<file path="src/rtl/cpu_pkg.sv">
// Shared CPU-side definitions: loader FSM state encoding and instruction word size.
package cpu_pkg;
  localparam int WORD_BYTES = 4;

  typedef enum logic [2:0] {
    S_IDLE  = 3'd0,
    S_RECV  = 3'd1,
    S_WRITE = 3'd2,
    S_CHECK = 3'd3,
    S_DONE  = 3'd4
  } ldr_state_e;
endpackage

</file>
<file path="src/rtl/ins_mem_loader.sv">
// Streams big-endian program bytes into instruction memory one 32-bit word at a time.
// Define LOADER_CHECKSUM_EN to require a trailing XOR checksum byte and report mismatches on err.
module ins_mem_loader
  import cpu_pkg::*;
#(
  parameter int MEM_BYTES = 128,
  parameter int BASE_ADDR = 0
) (
  input  logic        CLK,
  input  logic        RST_n,
  input  logic        load_start,
  input  logic [5:0]  load_len,
  input  logic        load_abort,
  input  logic        in_valid,
  input  logic [7:0]  in_data,
  output logic        in_ready,
  output logic        wr_en,
  output logic [6:0]  wr_addr,
  output logic [31:0] wr_data,
  output logic        busy,
  output logic        done,
  output logic        err
);
  localparam logic [5:0] MAX_LEN = 6'(MEM_BYTES / WORD_BYTES);
  localparam logic [6:0] BASE    = 7'(BASE_ADDR);

  ldr_state_e  state_q;
  logic [1:0]  byte_cnt_q;
  logic [5:0]  word_cnt_q, len_q, len_d;
  logic [6:0]  addr_q;
  logic [31:0] data_q;
`ifdef LOADER_CHECKSUM_EN
  logic [7:0]  xor_q;
  logic        err_q;
`endif

  assign len_d = (load_len > MAX_LEN) ? MAX_LEN : load_len;

  // Abort suppresses the strobes of the cycle it arrives in, so an aborted load never writes or completes.
  assign in_ready = (state_q == S_RECV) || (state_q == S_CHECK);
  assign wr_en    = (state_q == S_WRITE) && !load_abort;
  assign done     = (state_q == S_DONE) && !load_abort;
  assign busy     = (state_q != S_IDLE);
  assign wr_addr  = addr_q;
  assign wr_data  = data_q;
`ifdef LOADER_CHECKSUM_EN
  assign err = err_q;
`else
  assign err = 1'b0;
`endif

  always_ff @(posedge CLK or negedge RST_n) begin
    if (!RST_n) begin
      state_q    <= S_IDLE;
      byte_cnt_q <= 2'd0;
      word_cnt_q <= 6'd0;
      len_q      <= 6'd0;
      addr_q     <= BASE;
      data_q     <= 32'd0;
`ifdef LOADER_CHECKSUM_EN
      xor_q      <= 8'd0;
      err_q      <= 1'b0;
`endif
    end else if (load_abort && state_q != S_IDLE) begin
      state_q <= S_IDLE;
    end else begin
      case (state_q)
        S_IDLE: if (load_start) begin
          byte_cnt_q <= 2'd0;
          word_cnt_q <= 6'd0;
          len_q      <= len_d;
          addr_q     <= BASE;
`ifdef LOADER_CHECKSUM_EN
          xor_q      <= 8'd0;
          err_q      <= 1'b0;
`endif
          state_q    <= (len_d == 6'd0) ? S_DONE : S_RECV;
        end
        S_RECV: if (in_valid) begin
          data_q     <= {data_q[23:0], in_data};
          byte_cnt_q <= byte_cnt_q + 2'd1;
`ifdef LOADER_CHECKSUM_EN
          xor_q      <= xor_q ^ in_data;
`endif
          if (byte_cnt_q == 2'd3) state_q <= S_WRITE;
        end
        S_WRITE: begin
          // 7-bit add wraps the address around the memory.
          addr_q     <= addr_q + 7'd4;
          word_cnt_q <= word_cnt_q + 6'd1;
          if (word_cnt_q + 6'd1 == len_q)
`ifdef LOADER_CHECKSUM_EN
            state_q <= S_CHECK;
`else
            state_q <= S_DONE;
`endif
          else
            state_q <= S_RECV;
        end
`ifdef LOADER_CHECKSUM_EN
        S_CHECK: if (in_valid) begin
          if (in_data != xor_q) err_q <= 1'b1;
          state_q <= S_DONE;
        end
`endif
        S_DONE:  state_q <= S_IDLE;
        default: state_q <= S_IDLE;
      endcase
    end
  end
endmodule

</file>
<file path="config.mk">
export PLATFORM = sky130hd
export DESIGN_NAME = ins_mem_loader
export DESIGN_NICKNAME = d
export VERILOG_FILES = /design/src/rtl/cpu_pkg.sv /design/src/rtl/ins_mem_loader.sv
export SDC_FILE = /design/constraint.sdc
export NUM_CORES = 1
export LEC_CHECK = 0
export BUFFER_PORTS_ARGS = -buffer_cell sky130_fd_sc_hd__buf_2
export CORE_MARGIN = 2
export CORE_UTILIZATION = 47
export CTS_CLUSTER_DIAMETER = 150
export DETAILED_ROUTE_END_ITERATION = 10
export GPL_TIMING_DRIVEN = 0
export PLACE_DENSITY = 0.75
export SLEW_MARGIN = 20
export SYNTH_ARGS = -nofsm -noshare
export SYNTH_HDL_FRONTEND = slang
export SYNTH_SLANG_ARGS = --single-unit
</file>
<file path="constraint.sdc">
create_clock -name CLK -period 1.6 [get_ports CLK]
set_input_delay 0.16 -clock CLK [delete_from_list [all_inputs] [get_ports CLK]]
set_output_delay 0.16 -clock CLK [all_outputs]
set_load 0.005 [all_outputs]
</file>
# Word-level counts from Yosys, hierarchy flattened
# Index checks and enable logic that the tools add are counted.
# classes
addsub	3
eq_ne	11
n_lt_le_gt_ge	1
mux	15
n_bitwise	1
n_reduce_logical	15
# op_table
cell	n
$mux W3	6
$pmux W7 S2	1
$mux W6	2
$pmux W6 S2	1
$reduce_and A3 Y1	4
$pmux W3 S3	1
$add A7 B3 Y7 const B	1
$mux W7	1
$add A6 B1 Y6 const B	1
$eq A3 B2 Y1 const B	2
$eq A6 B6 Y1	1
$gt A6 B6 Y1 const B	1
$logic_not A6 Y1	1
$mux W2	2
$ne A2 B2 Y1 const B	2
$pmux W2 S2	1
$reduce_and A4 Y1	1
$reduce_bool A2 Y1	2
$eq A3 B1 Y1 const B	1
$eq A3 B3 Y1 const B	1
$logic_and A1 B1 Y1	3
$logic_not A3 Y1	1
$ne A3 B1 Y1 const B	1
$ne A3 B2 Y1 const B	1
other kinds (7)	7
# word_totals
out_inout_bits	44
inputBits	19
word_cells	52
regBits	56

# Depth between registers and ports, before layout
# depth
depth_word	7
mapped_depth	8
depth_no_buf	5

# Worst setup path before layout
# Ideal clock, no wire load.
# synth_path
path_type	reg2reg
start	register state_q[2]
end	register addr_q[5] (netlist: wr_addr[5])
setup_slack_ps	-66
synth_period_minus_slack_ps	1666
setup_time_ps	139
t_arrival_ps	1526
n_path_buf	3
stages_incl_launch_ff	9
required_ps	1461
cell_sequence	dfrtp_1 -> buf_6 -> or4b_1 -> buf_6 -> inv_6 -> buf_12 -> nand4_4 -> xor2_1 -> nor2_1
# synth_between
elab_chain_len	4
elab_cells_between_ends	9
classes_between	2 x eq/ne; 1 x mux; 1 x bitwise; 5 x reduce/logical
# synth_lines
item	line	rtl
from (decl)	ins_mem_loader.sv:27	ldr_state_e state_q;
from (signal assigned)	ins_mem_loader.sv:77	state_q <= (len_d == 6'd0) ? S_DONE : S_RECV;
parallel branches: the longest is 4 deep, another holds $eq A3 B2 Y1	n/a	
to (signal assigned)	ins_mem_loader.sv:89	addr_q <= addr_q + 7'd4;
to (decl)	ins_mem_loader.sv:30	logic [6:0] addr_q;
# Several ways; the timed one is not identified.
# A chain may end at the register's enable or synchronous reset.

# Final worst setup path
# layout_path
start	register state_q[2]
end	output wr_en
# layout_between
elab_chain_len	2
# layout_lines
item	line	rtl
$eq A3 B2 Y1	ins_mem_loader.sv:41	assign wr_en = (state_q == S_WRITE) && !load_abort;
$logic_and A1 B1 Y1	ins_mem_loader.sv:41	
to (decl)	ins_mem_loader.sv:17	output logic wr_en,
# No other way between the ends.

==> results.yml <==
timing:
  post-route-period-util_pct: 105.8
  maxSlewHeadroom_pct: 55.03
  setup_slack_ns: -0.09254
  hold_viol_final: 0
  finalSetupViolations: 3
  fin_crit_ns: 1.693
  slew_viol_final: 0
  worst_slew_pin_slew_ns: 0.6746
  rsz0062_at_grt: "yes"
  tns_ns: -0.1579
  finClkSkew_ns: 0.007467
  fmax_mhz: 590.8
pwr:
  seqPwrFrac_pct: 50.4
  p_sw_share_pct: 30.28
  p_leak_nw: 1.558
  p_sw_w: 0.001270
  power_frac_clock_pct: 19.2
  powerDensity_mw_per_mm2: 1337
  irDropWorstVdd_v: 0.0007459
  internal-power_w: 0.002925
  totalPowerFinal_w: 0.004194
  pwr-share-comb_pct: 30.5
setup_path:
  startpoint_type: "register"
  r2r_end: "wr_addr[5]$_DFFE_PN0P_"
  cp.depth: 4
  end_kind: "output port"
  crit_required_ns: 1.44
  reg2reg_depth: 7
  path_class: "register to output port"
  cp_slowest_cell: "or4b_4"
  path_buf_inv: 3
  startpoint: "state_q[2]$_DFFE_PN0P_"
  crit_path_end: "wr_en"
  regToRegSetupSlack_ns: -0.04
  worst-path-max-fanout: 6
  crit_family: "simple AND/OR/NAND/NOR gates"
  arrival_ns: 1.53
  critical_path.max_stage_delay_ns: 0.57
  path_cells: "or4b_4 -> clkinv_4 -> buf_12 -> buf_6"
  reg2reg_from: "state_q[2]$_DFFE_PN0P_"
global_routing:
  grt_max_degree: 55
  grt_use_total_pct: 17.57
  grt_antenna_before_repair: 0
  grt_pass1_vias: 1702
  overflow: 0
  grt_first_pass_wirelength_um: 8286
run_status:
  violations: "negative setup slack"
  status: "finished with violations"
floorplan:
  die_w_um: 77.10
  ioPinCount: 63
  row_count: 26
  dieHeight_um: 77.10
  coreArea_mm2: 0.005140
  start_util_pct: 48.86
  die_area_mm2: 0.005944
yosys:
  synth_top_area_cell: "dfrtp_1"
  syn_avg_cell_area_um2: 11.90
  ys.flop_type: "dfrtp_1"
  synthCells: 211
  synth_edf_count: 0
  synthArstFlopShare_pct: 100.0
  yosys-top-cells-area: "dfrtp_1, mux2_2, nand2_1, o21ai_0, xor2_1"
  synth.cells.most_frequent: "dfrtp_1, mux2_2, nand2_1"
  synth_area_mm2: 0.002511
  yosysSeqAreaShare_pct: 53.81
  synth_top_area_share_pct: 53.81
  synth_most_common_cell: "dfrtp_1"
  synth_seq_cells: 54
  synth.distinct_cells: 43
  yosysWarnings: 0
layout:
  final_core_util_pct: 61.03
  area_growth_pct: 24.91
  seq_area_mm2: 0.001353
  fill_cells: 449
  multi_input_area_mm2: 0.001080
  antenna_cells: 0
  stdcell_area_mm2: 0.003137
  drive_gt1_share_pct: 44.83
  fin_nets: 311
route:
  wl_per_cell_um: 13.89
  drt_first_iter_violations: 83
  num_vias: 1804
  dr.pass1.iters: 4
  vias_per_cell: 5.011
  route.detailed.drc: 0
  wl_um: 5001
  ant_nets: 0
run:
  drv_cap: 0
place:
  port_buffers: 59
  hpwl_um: 3410
  routabilityCongestion: 0.8080
  placed_area_mm2: 0.002904
cts:
  path_clk_slew_ns: 0.10
  cts_buffer_depth: 2
  cts-root-buf: "clkbuf_8"
  cts-buffers-inserted: 5
  cts_max_level: 2
  worstSkewPairLatency_ns: 0.31
  cts_tree: "done"
  cts_sinks: 54
worst_hold_path:
  hold_path.class: "input port to register"
  whs_path_depth: 2
[routing by layer]
metal  wire (µm)  vias up  track usage, %
met5           0        -               0
met4          47        0           5.357
met3         209        4           3.647
met2        2462       44           27.89
met1        2281      863           24.44
li1            -      893               -
[per-stage QoR]
stage	instances	setup WS [ns]	hold slack, ns
after floorplan	213	-0.06567	-0.1356
after global placement	342	-0.2702	0.3923
after detailed placement	342	-0.2828	0.2522
after CTS	360	-0.2072	0.06330
after global routing	360	-0.1467	0.07164
final	360	-0.09254	0.07439
[power groups by stage]
stage / logic [W] / clock network, W / registers, W
after floorplan: 0.000628 / 0 / 0.00214
after global placement: 0.00120 / 0 / 0.00211
after detailed placement: 0.00123 / 0 / 0.00215
after CTS: 0.00127 / 0.000834 / 0.00212
after global routing: 0.00142 / 0.000887 / 0.00219
final: 0.00128 / 0.000803 / 0.00211
[layout make-up]
class,count,share of cell area [%]
Clock buffer,6,2.633
Sequential cell,54,43.12
Multi-Input combinational cell,141,34.42
Buffer,12,3.071
Timing Repair Buffer,72,12.88
Tap cell,70,2.792
Inverter,3,0.5185
Clock inverter,2,0.5584
[cells in the final DEF, fill, tap and decap left out, drive strengths merged, types with 2 or more instances in the layout]
cell / netlist / final
clkinv: 0 / 3
nor3: 2 / 2
o21ai: 19 / 19
mux2: 32 / 32
nand4: 4 / 4
inv: 3 / 2
nor4: 2 / 2
clkbuf: 5 / 9
buf: 10 / 80
conb: 1 / 3
a22o: 2 / 2
nand2b: 8 / 8
and3: 3 / 3
nand3b: 2 / 2
ha: 3 / 3
xor2: 7 / 7
a21oi: 3 / 3
dfrtp: 54 / 54
nor2: 9 / 9
nor4b: 2 / 2
xnor2: 2 / 2
nand2: 18 / 18
nand3: 5 / 5
a31oi: 2 / 2
[kinds of logic after synthesis]
logic type,Yosys count,share of synthesized area [%]
flip-flops,54,53.81
adder cells (fa/ha/maj),3,1.495
AND/OR/NAND/NOR,59,13.10
AO/OA/AOI/OAI,33,7.773
multiplexers,33,14.75
buffers and inverters,18,4.883
other,1,0.1493
XOR/XNOR,10,4.036
[registers in the layout, indices dropped and copies added, names as in the netlist]
name	count
wr_data	32
len_q	6
word_cnt_q	6
wr_addr	5
state_q	3
byte_cnt_q	2
[worst min-delay path by stage]
stage	start	to
2_1_floorplan	RST_n	byte_cnt_q[0]$_DFFE_PN0P_
3_3_place_gp	in_data[3]	wr_data[3]$_DFFE_PN0P_
3_5_place_dp	RST_n	len_q[1]$_DFFE_PN0P_
4_1_cts	in_data[3]	wr_data[3]$_DFFE_PN0P_
5_1_grt	in_data[3]	wr_data[3]$_DFFE_PN0P_
6_report	in_data[3]	wr_data[3]$_DFFE_PN0P_
[what timing repair did]
| item | in CTS | in global routing |
|---|---|---|
| setup buffers | 9 | 3 |
| endpoints found under the setup margin | 11 | 50 |
| pin swaps | 7 | 6 |
| hold endpoints to repair | 54 | 0 |
| hold buffers | 1 | 0 |
| gates resized for setup | 11 | 8 |
Note: power is estimated with default switching activity, not from simulation.
